**src/rtl/keypad_matrix_scanner.sv**
```systemverilog
// 4x4 membrane keypad scanner: drives one column low at a time, synchronizes and
// debounces the rows, and emits a key code with a single-cycle strobe per accepted press.
`timescale 1ns/1ps
module keypad_matrix_scanner #(
  parameter int unsigned SCAN_DIV = 1000,
  parameter int unsigned DEBOUNCE = 8
) (
  input  logic       clk,
  input  logic       rst_n,
  input  logic [3:0] lin,
  output logic [3:0] col,
  output logic [3:0] s,
  output logic       key_valid,
  output logic       key_held
);

  localparam int unsigned DW = $clog2(SCAN_DIV);
  localparam int unsigned CW = $clog2(DEBOUNCE + 1);
  localparam logic [DW-1:0] DwellLast = DW'(SCAN_DIV - 1);
  localparam logic [CW-1:0] CntLast   = CW'(DEBOUNCE - 1);

  typedef enum logic [1:0] {StScan, StDebounce, StPressed} state_e;

  state_e        state;
  logic [3:0]    lin_meta;
  logic [3:0]    lin_s;
  logic [3:0]    pattern;
  logic [DW-1:0] dwell;
  logic [CW-1:0] match_cnt;
  logic [CW-1:0] rel_cnt;

  logic       sample;
  logic       single_low;
  logic [3:0] lin_n;
  logic [3:0] col_next;

  function automatic logic [1:0] low_index(input logic [3:0] v);
    logic [1:0] idx;
    case (v)
      4'b1110: idx = 2'd0;
      4'b1101: idx = 2'd1;
      4'b1011: idx = 2'd2;
      default: idx = 2'd3;
    endcase
    return idx;
  endfunction

  // Index is {row, column}; '*' = 10, '#' = 11, the A..D column = 12..15.
  function automatic logic [3:0] key_code(input logic [1:0] r, input logic [1:0] c);
    logic [3:0] code;
    case ({r, c})
      4'h0: code = 4'd1;
      4'h1: code = 4'd2;
      4'h2: code = 4'd3;
      4'h3: code = 4'd12;
      4'h4: code = 4'd4;
      4'h5: code = 4'd5;
      4'h6: code = 4'd6;
      4'h7: code = 4'd13;
      4'h8: code = 4'd7;
      4'h9: code = 4'd8;
      4'hA: code = 4'd9;
      4'hB: code = 4'd14;
      4'hC: code = 4'd10;
      4'hD: code = 4'd0;
      4'hE: code = 4'd11;
      default: code = 4'd15;
    endcase
    return code;
  endfunction

  always_comb begin
    sample     = (dwell == DwellLast);
    lin_n      = ~lin_s;
    // Exactly one row low; anything more is treated as ghosting and ignored.
    single_low = (lin_n != 4'h0) && ((lin_n & (lin_n - 4'h1)) == 4'h0);
    col_next   = {col[2:0], col[3]};
  end

  always_ff @(posedge clk or negedge rst_n) begin
    if (!rst_n) begin
      lin_meta <= 4'hF;
      lin_s    <= 4'hF;
    end else begin
      lin_meta <= lin;
      lin_s    <= lin_meta;
    end
  end

  always_ff @(posedge clk or negedge rst_n) begin
    if (!rst_n) begin
      state     <= StScan;
      col       <= 4'b1110;
      s         <= 4'h0;
      key_valid <= 1'b0;
      key_held  <= 1'b0;
      pattern   <= 4'hF;
      dwell     <= '0;
      match_cnt <= '0;
      rel_cnt   <= '0;
    end else begin
      key_valid <= 1'b0;
      dwell     <= sample ? '0 : dwell + DW'(1);
      if (sample) begin
        case (state)
          StScan: begin
            if (single_low) begin
              pattern   <= lin_s;
              match_cnt <= CW'(1);
              state     <= StDebounce;
            end else begin
              col <= col_next;
            end
          end
          StDebounce: begin
            if (lin_s == pattern) begin
              if (match_cnt == CntLast) begin
                s         <= key_code(low_index(pattern), low_index(col));
                key_valid <= 1'b1;
                key_held  <= 1'b1;
                match_cnt <= '0;
                rel_cnt   <= '0;
                state     <= StPressed;
              end else begin
                match_cnt <= match_cnt + CW'(1);
              end
            end else begin
              match_cnt <= '0;
              col       <= col_next;
              state     <= StScan;
            end
          end
          StPressed: begin
            // Column stays frozen on the held key, so other keys are invisible here.
            if (lin_s == 4'hF) begin
              if (rel_cnt == CntLast) begin
                rel_cnt  <= '0;
                key_held <= 1'b0;
                col      <= col_next;
                state    <= StScan;
              end else begin
                rel_cnt <= rel_cnt + CW'(1);
              end
            end else begin
              rel_cnt <= '0;
            end
          end
          default: state <= StScan;
        endcase
      end
    end
  end

endmodule

```
**config.mk**
```make
export PLATFORM = sky130hd
export DESIGN_NAME = keypad_matrix_scanner
export DESIGN_NICKNAME = d
export VERILOG_FILES = /design/src/rtl/keypad_matrix_scanner.sv
export SDC_FILE = /design/constraint.sdc
export NUM_CORES = 1
export LEC_CHECK = 0
export CORE_MARGIN = 3
export CORE_UTILIZATION = 45
export CTS_CLUSTER_DIAMETER = 50
export DETAILED_ROUTE_END_ITERATION = 10
export GPL_TIMING_DRIVEN = 0
export PLACE_DENSITY = 0.65
export SLEW_MARGIN = 20
export SYNTH_ARGS = -nofsm -noshare
export SYNTH_HDL_FRONTEND = slang
export SYNTH_SLANG_ARGS = --single-unit
```
**constraint.sdc**
```tcl
create_clock -name clk -period 2.78 [get_ports clk]
set_clock_uncertainty 0.2 [all_clocks]
set_input_delay 0.278 -clock clk [delete_from_list [all_inputs] [get_ports clk]]
set_output_delay 0.278 -clock clk [all_outputs]
set_load 0.03 [all_outputs]
```
==> results of run 1 <==
[Yosys cell counts (3+ instances only)]
| cell | instances | area, um2 |
|---|---|---|
| a21o_1 | 3 | 22.5 |
| a21oi_1 | 7 | 35.0 |
| clkbuf_1 | 8 | 30.0 |
| dfrtp_1 | 27 | 676 |
| dfstp_2 | 15 | 394 |
| ha_1 | 6 | 75.1 |
| inv_1 | 8 | 30.0 |
| mux2_2 | 7 | 78.8 |
| mux2i_1 | 3 | 30.0 |
| nand2_1 | 11 | 41.3 |
| nand3_1 | 13 | 65.1 |
| nand4_1 | 4 | 25.0 |
| nand4b_1 | 3 | 26.3 |
| nor2_1 | 17 | 63.8 |
| nor3_1 | 4 | 20.0 |
| o21ai_0 | 9 | 45.0 |
| o41ai_1 | 3 | 26.3 |
| xnor2_1 | 8 | 70.1 |
| xor2_1 | 5 | 43.8 |
[worst paths after layout]
path	endpoint	slack, ps	cells after the start
hold / removal	lin_s[1]	160	0
max in group asynchronous	lin_s[3]	1550	3
min in group asynchronous	dwell[8]	280	2
setup reg to reg	s[1]	180	5
setup / recovery	s[1]	180	5
hold reg to reg	lin_s[1]	160	0
[layer usage]
| metal | routed length (um) | GRT usage [%] |
|---|---|---|
| met1 | 1810 | 22.1 |
| met2 | 1880 | 24.4 |
| met3 | 134 | 4.32 |
| met4 | 63 | 5.53 |
| met5 | 0 | 0 |
[flip-flops by register name (all words and copies together), names as in the netlist]
signal and flops:
pattern 4, key_held 1, col 4, dwell 10, lin_meta 4, key_valid 1, lin_s 4, match_cnt 4
state 2, rel_cnt 4, s 4
[timing repair]
item / CTS / global route
setup endpoints to repair: 0 / 1
resized for setup: 0 / 1
hold buffers: 1 / 0
hold endpoints to repair: 14 / 0
[power by group through the flow]
stage | sequential, mW | combinational (mW) | clock [mW]
3_3_place_gp | 0.636 | 0.0306 | 0
4_1_cts | 0.625 | 0.0369 | 0.447
3_5_place_dp | 0.636 | 0.0357 | 0
6_report | 0.625 | 0.0352 | 0.431
5_1_grt | 0.626 | 0.0404 | 0.475
2_1_floorplan | 0.636 | 0.0105 | 0
[cells by family after synthesis]
| family | after synthesis | synth area share (%) |
|---|---|---|
| fa+ha+maj | 6 | 3.56 |
| compound gates | 38 | 11.9 |
| buf+inv | 16 | 2.85 |
| flops | 42 | 50.8 |
| mux | 13 | 7.13 |
| simple gates | 70 | 18.3 |
| xor+xnor | 13 | 5.41 |
[cell type report]
type | instances | area (um2) | area share, %
clock buffer | 6 | 93.8 | 3.81
inverter | 8 | 30.0 | 1.22
clock inverter | 2 | 10.0 | 0.406
tap | 52 | 65.1 | 2.64
sequential | 42 | 1070 | 43.4
multi-input combinational | 140 | 982 | 39.9
timing repair buffer | 17 | 183 | 7.41
buffer | 8 | 30.0 | 1.22
==> impl_metrics.yaml, run 1 <==
pwr:
  p_seq_share_pct: 57.3
  static-leakage-power_nw: 1.04
  p_int_mw: 0.865
  peakVddDrop_mv: 0.240
  pwr_density_cell_nw_per_um2: 443
  total_power_mw: 1.09
  comb_power_share_pct: 3.2
  netSwitchingPower_mw: 0.226
  switching_share_pct: 20.7
  pwr-share-clk_pct: 39.5
hold_path:
  hold_class: "reg2reg"
  hp-start: "lin_meta[1]"
setup_path:
  crit_chain: "ha_1, nand2_2, or4_4, nor4_4, mux2_4"
  critPathKind: "reg2reg"
  crit_required_ps: 2760
  start_kind: "register"
  crit_slowest_cell: "nor4_4"
  critPathMaxStageDelay_ps: 640
  crit_family: "simple AND/OR/NAND/NOR gates"
  crit_fanout: 9
  r2r_start: "dwell[0]"
  crit_buf_inv: 0
  arrival_ps: 2580
  cp-end-kind: "register"
  startpoint: "dwell[0]"
yosys:
  synth.yosys.seq_area_share_pct: 50.8
  ys_ff_latch: 42
  syn_inst: 198
  avgSynthCellArea_um2: 10.6
  synth_warnings: 0
  synthesis.area_um2: 2110
  ys_types: 47
  synth_enable_flop_cells: 0
  synth_nets: 210
  synth_ff_type: "dfrtp_1"
  async_flop_share_pct: 100
layout:
  syn2layout_area_growth_pct: 17.0
  nNetsFinal: 234
  design_area_um2: 2460
  antenna_cells: 0
  fin_util_pct: 55.4
  nFillCells: 398
  layout_commonest_cell: "dfrtp_1"
  drive_gt1_share_pct: 17.0
  finalNonFillerCells: 275
  most-common-layout-cells: "dfrtp_1 (27), nor2_1 (17), dfstp_2 (15), clkdlybuf4s50_1 (14), nand3_1 (13)"
clock_tree:
  cts_buffer_depth: 2
  post_cts_buffers: 0
  root_buffer: "clkbuf_8"
  clkLatencyLatePin_ps: 290
  clkSinkCount: 42
  cts_tree: "yes"
  htreeDepth: 2
  cts_made_buffers: 5
  clkTransAtPathRegs_ps: 80
sta:
  worst_pin_slew_ps: 829
  finalWorstSetupSlack_ps: 184
  holdWs_ps: 158
  setup_tns_ps: 0
  setup_viol: 0
  slew_headroom_pct: 43.9
  fin_crit_sh_pct: 93.4
  period_minus_slack_ps: 2600
  hold_violations: 0
  fmax_mhz: 385
  slew_violations: 0
  rsz0062_at_grt: "no"
drt:
  ant_nets: 0
  wl_per_cell_um: 14.2
  drt-initial-drc-count: 121
  route.detailed.drc: 0
  drtPass1Iterations: 5
  avgViaCountPerCell: 5.60
  vias: 1541
  wl_um: 3890
floorplanning:
  die_h_um: 74.4
  ios: 16
  die_w_um: 74.4
  start_util_pct: 47.4
  core-area_um2: 4440
  dieArea_um2: 5540
  fp-row-count: 24
global_routing:
  grt_pass1_vias: 1473
  antenna_found_initial: 0
  grt_pass1_wl_um: 6780
  grt_overflow_total: 0
  track_usage_pct: 16.0
  grt_max_degree: 25
run_status:
  outcome: "completed"
run:
  max-cap-violations: 0
placed_design:
  port_buffers: 15
  hpwl_um: 2870
  dp_slack_ps: 114
  postPlaceCellArea_um2: 2340
  placed_cells: 266
  gp_congestion: 0.866
(Power assumes the default switching activity.)
==> inputs of run 2 (changes only) <==
--- a/config.mk
+++ b/config.mk
@@ -11,6 +11,7 @@
 export DETAILED_ROUTE_END_ITERATION = 10
 export GPL_TIMING_DRIVEN = 0
 export PLACE_DENSITY = 0.65
+export SKIP_CTS_REPAIR_TIMING = 1
 export SLEW_MARGIN = 20
 export SYNTH_ARGS = -nofsm -noshare
 export SYNTH_HDL_FRONTEND = slang
==> results of run 2 <==
Same layout as run 1: the final DEF is identical, and so are final timing and power.
Main changes from that run: wire length of the first global-routing pass 6780 um -> 6750 um; via count of the first global-routing pass 1473 -> 1461; met2 usage 24.4% -> 24.2%
==> inputs of run 3 (changes only) <==
--- a/config.mk
+++ b/config.mk
@@ -5,12 +5,13 @@
 export SDC_FILE = /design/constraint.sdc
 export NUM_CORES = 1
 export LEC_CHECK = 0
+export CORE_ASPECT_RATIO = 2
 export CORE_MARGIN = 3
 export CORE_UTILIZATION = 45
-export CTS_CLUSTER_DIAMETER = 50
 export DETAILED_ROUTE_END_ITERATION = 10
+export DONT_BUFFER_PORTS = 1
 export GPL_TIMING_DRIVEN = 0
-export PLACE_DENSITY = 0.65
+export PLACE_DENSITY = 0.61
 export SKIP_CTS_REPAIR_TIMING = 1
 export SLEW_MARGIN = 20
 export SYNTH_ARGS = -nofsm -noshare
==> run 3 against run 2 <==
Effect of this change:
- clock power shrank 7.2%
- non-clock buffer count shrank 11
- sequential cell count is the same
- utilization shrank 2.4 points
- combinational power shrank 2%
- design area shrank 4.7%
- hold slack is essentially flat
- setup slack gained 19 ps
- critical path depth is the same
- power shrank 2.9%
- sequential share of layout area grew 2.1 points
- register-to-register slack gained 20 ps
- highest routed layer unchanged
==> impl_metrics.yaml, run 3 (synthesized netlist as in run 1, its figures left out) <==
layout:
  most-common-layout-cells: "dfrtp_1 (27), nor2_1 (17), dfstp_2 (15), nand3_1 (13), nand2_1 (11)"
  design_area_um2: 2350
  finalNonFillerCells: 266
  fin_util_pct: 53.1
  antenna_cells: 0
  nNetsFinal: 223
  drive_gt1_share_pct: 17.0
  top_register: "dwell"
  layout_commonest_cell: "dfrtp_1"
  largest_reg_flops: 10
  syn2layout_area_growth_pct: 11.5
drt:
  wl_um: 3960
  drt-initial-drc-count: 24
  avgViaCountPerCell: 5.80
  met1Wirelength_um: 1560
  route.detailed.drc: 0
  met2_length_um: 2230
  wl_per_cell_um: 14.9
  route.met3.wl_um: 107
  vias: 1543
  ant_nets: 0
  routed.top_layer: "met4"
  drtPass1Iterations: 4
placed_design:
  hpwl_um: 2900
  placed_cells: 252
  port_buffers: 0
  gp_congestion: 0.844
  postPlaceCellArea_um2: 2170
  dp_slack_ps: 161
global_routing:
  track_usage_pct: 16.0
  grt_pass1_vias: 1506
  grt_max_degree: 43
  antenna_found_initial: 0
  grt_overflow_total: 0
  grt_pass1_wl_um: 6620
sta:
  slew_headroom_pct: 43.4
  fmax_mhz: 388
  slew_violations: 0
  setup_viol: 0
  fin_crit_sh_pct: 92.7
  rsz0062_at_grt: "no"
  holdWs_ps: 158
  period_minus_slack_ps: 2580
  hold_violations: 0
  finalWorstSetupSlack_ps: 204
  worst_pin_slew_ps: 836
  setup_tns_ps: 0
pwr:
  static-leakage-power_nw: 0.997
  pwr_density_cell_nw_per_um2: 451
  total_power_mw: 1.06
  peakVddDrop_mv: 0.364
clock_tree:
  cts_tree: "yes"
  clkTransAtPathRegs_ps: 80
  htreeDepth: 2
  root_buffer: "clkbuf_8"
  clkLatencyLatePin_ps: 290
  cts_made_buffers: 5
  clkSinkCount: 42
  cts_buffer_depth: 2
setup_path:
  crit_slowest_cell: "nor4_4"
  crit_family: "simple AND/OR/NAND/NOR gates"
  arrival_ps: 2560
  cp-end-kind: "register"
  crit_fanout: 9
  crit_buf_inv: 0
  start_kind: "register"
  crit_chain: "ha_1, nand2_2, or4_4, nor4_4, mux2_4"
  critPathKind: "reg2reg"
  critPathMaxStageDelay_ps: 600
  crit_required_ps: 2760
floorplanning:
  die_h_um: 103
  start_util_pct: 47.6
  core-area_um2: 4420
  ios: 16
  die_w_um: 54.4
  fp-row-count: 34
  dieArea_um2: 5590
run_status:
  outcome: "completed"
hold_path:
  hold_class: "reg2reg"
run:
  max-cap-violations: 0
[run 3: cell types whose count changed in the layout (fill, tap and decap cells not counted)]
cell / change
clkinv_2: -1
clkbuf_8: +1
dlygate4sd3_1: +4
clkbuf_16: -1
clkdlybuf4s50_1: -14
buf_2: -1
clkbuf_1: +1
[run 3: layer usage]
layer	vias up	GRT usage [%]
met5	-	0
met2	24	29.0
met1	777	16.4
met3	6	3.76
met4	0	7.49
li1	736	-
[run 3: layout make-up]
class	count	area (um2)
plain buffers	8	30.0
clock buffers	7	86.3
clock inverters	1	5.00
fillers	407	2080
inverters	8	30.0
multi-input cells	140	982
flip-flops and latches	42	1070
well taps	54	67.6
repair buffers	6	77.6
[run 3: path summary, 6_finish.rpt]
path | startpoint | end | slack [ps] | cells after the start
min in group asynchronous | rst_n | s[2] | 290 | 2
hold reg to reg | lin_meta[3] | lin_s[3] | 160 | 0
setup reg to reg | dwell[0] | s[1] | 200 | 5
hold / removal | lin_meta[3] | lin_s[3] | 160 | 0
max in group asynchronous | rst_n | col[3] | 1820 | 2
setup / recovery | dwell[0] | s[1] | 200 | 5
[run 3: where the power goes]
part	total [mW]	internal [mW]	switching [mW]
logic	0.0344	0.0138	0.0206
registers	0.625	0.622	0.00348
clock network	0.400	0.200	0.200
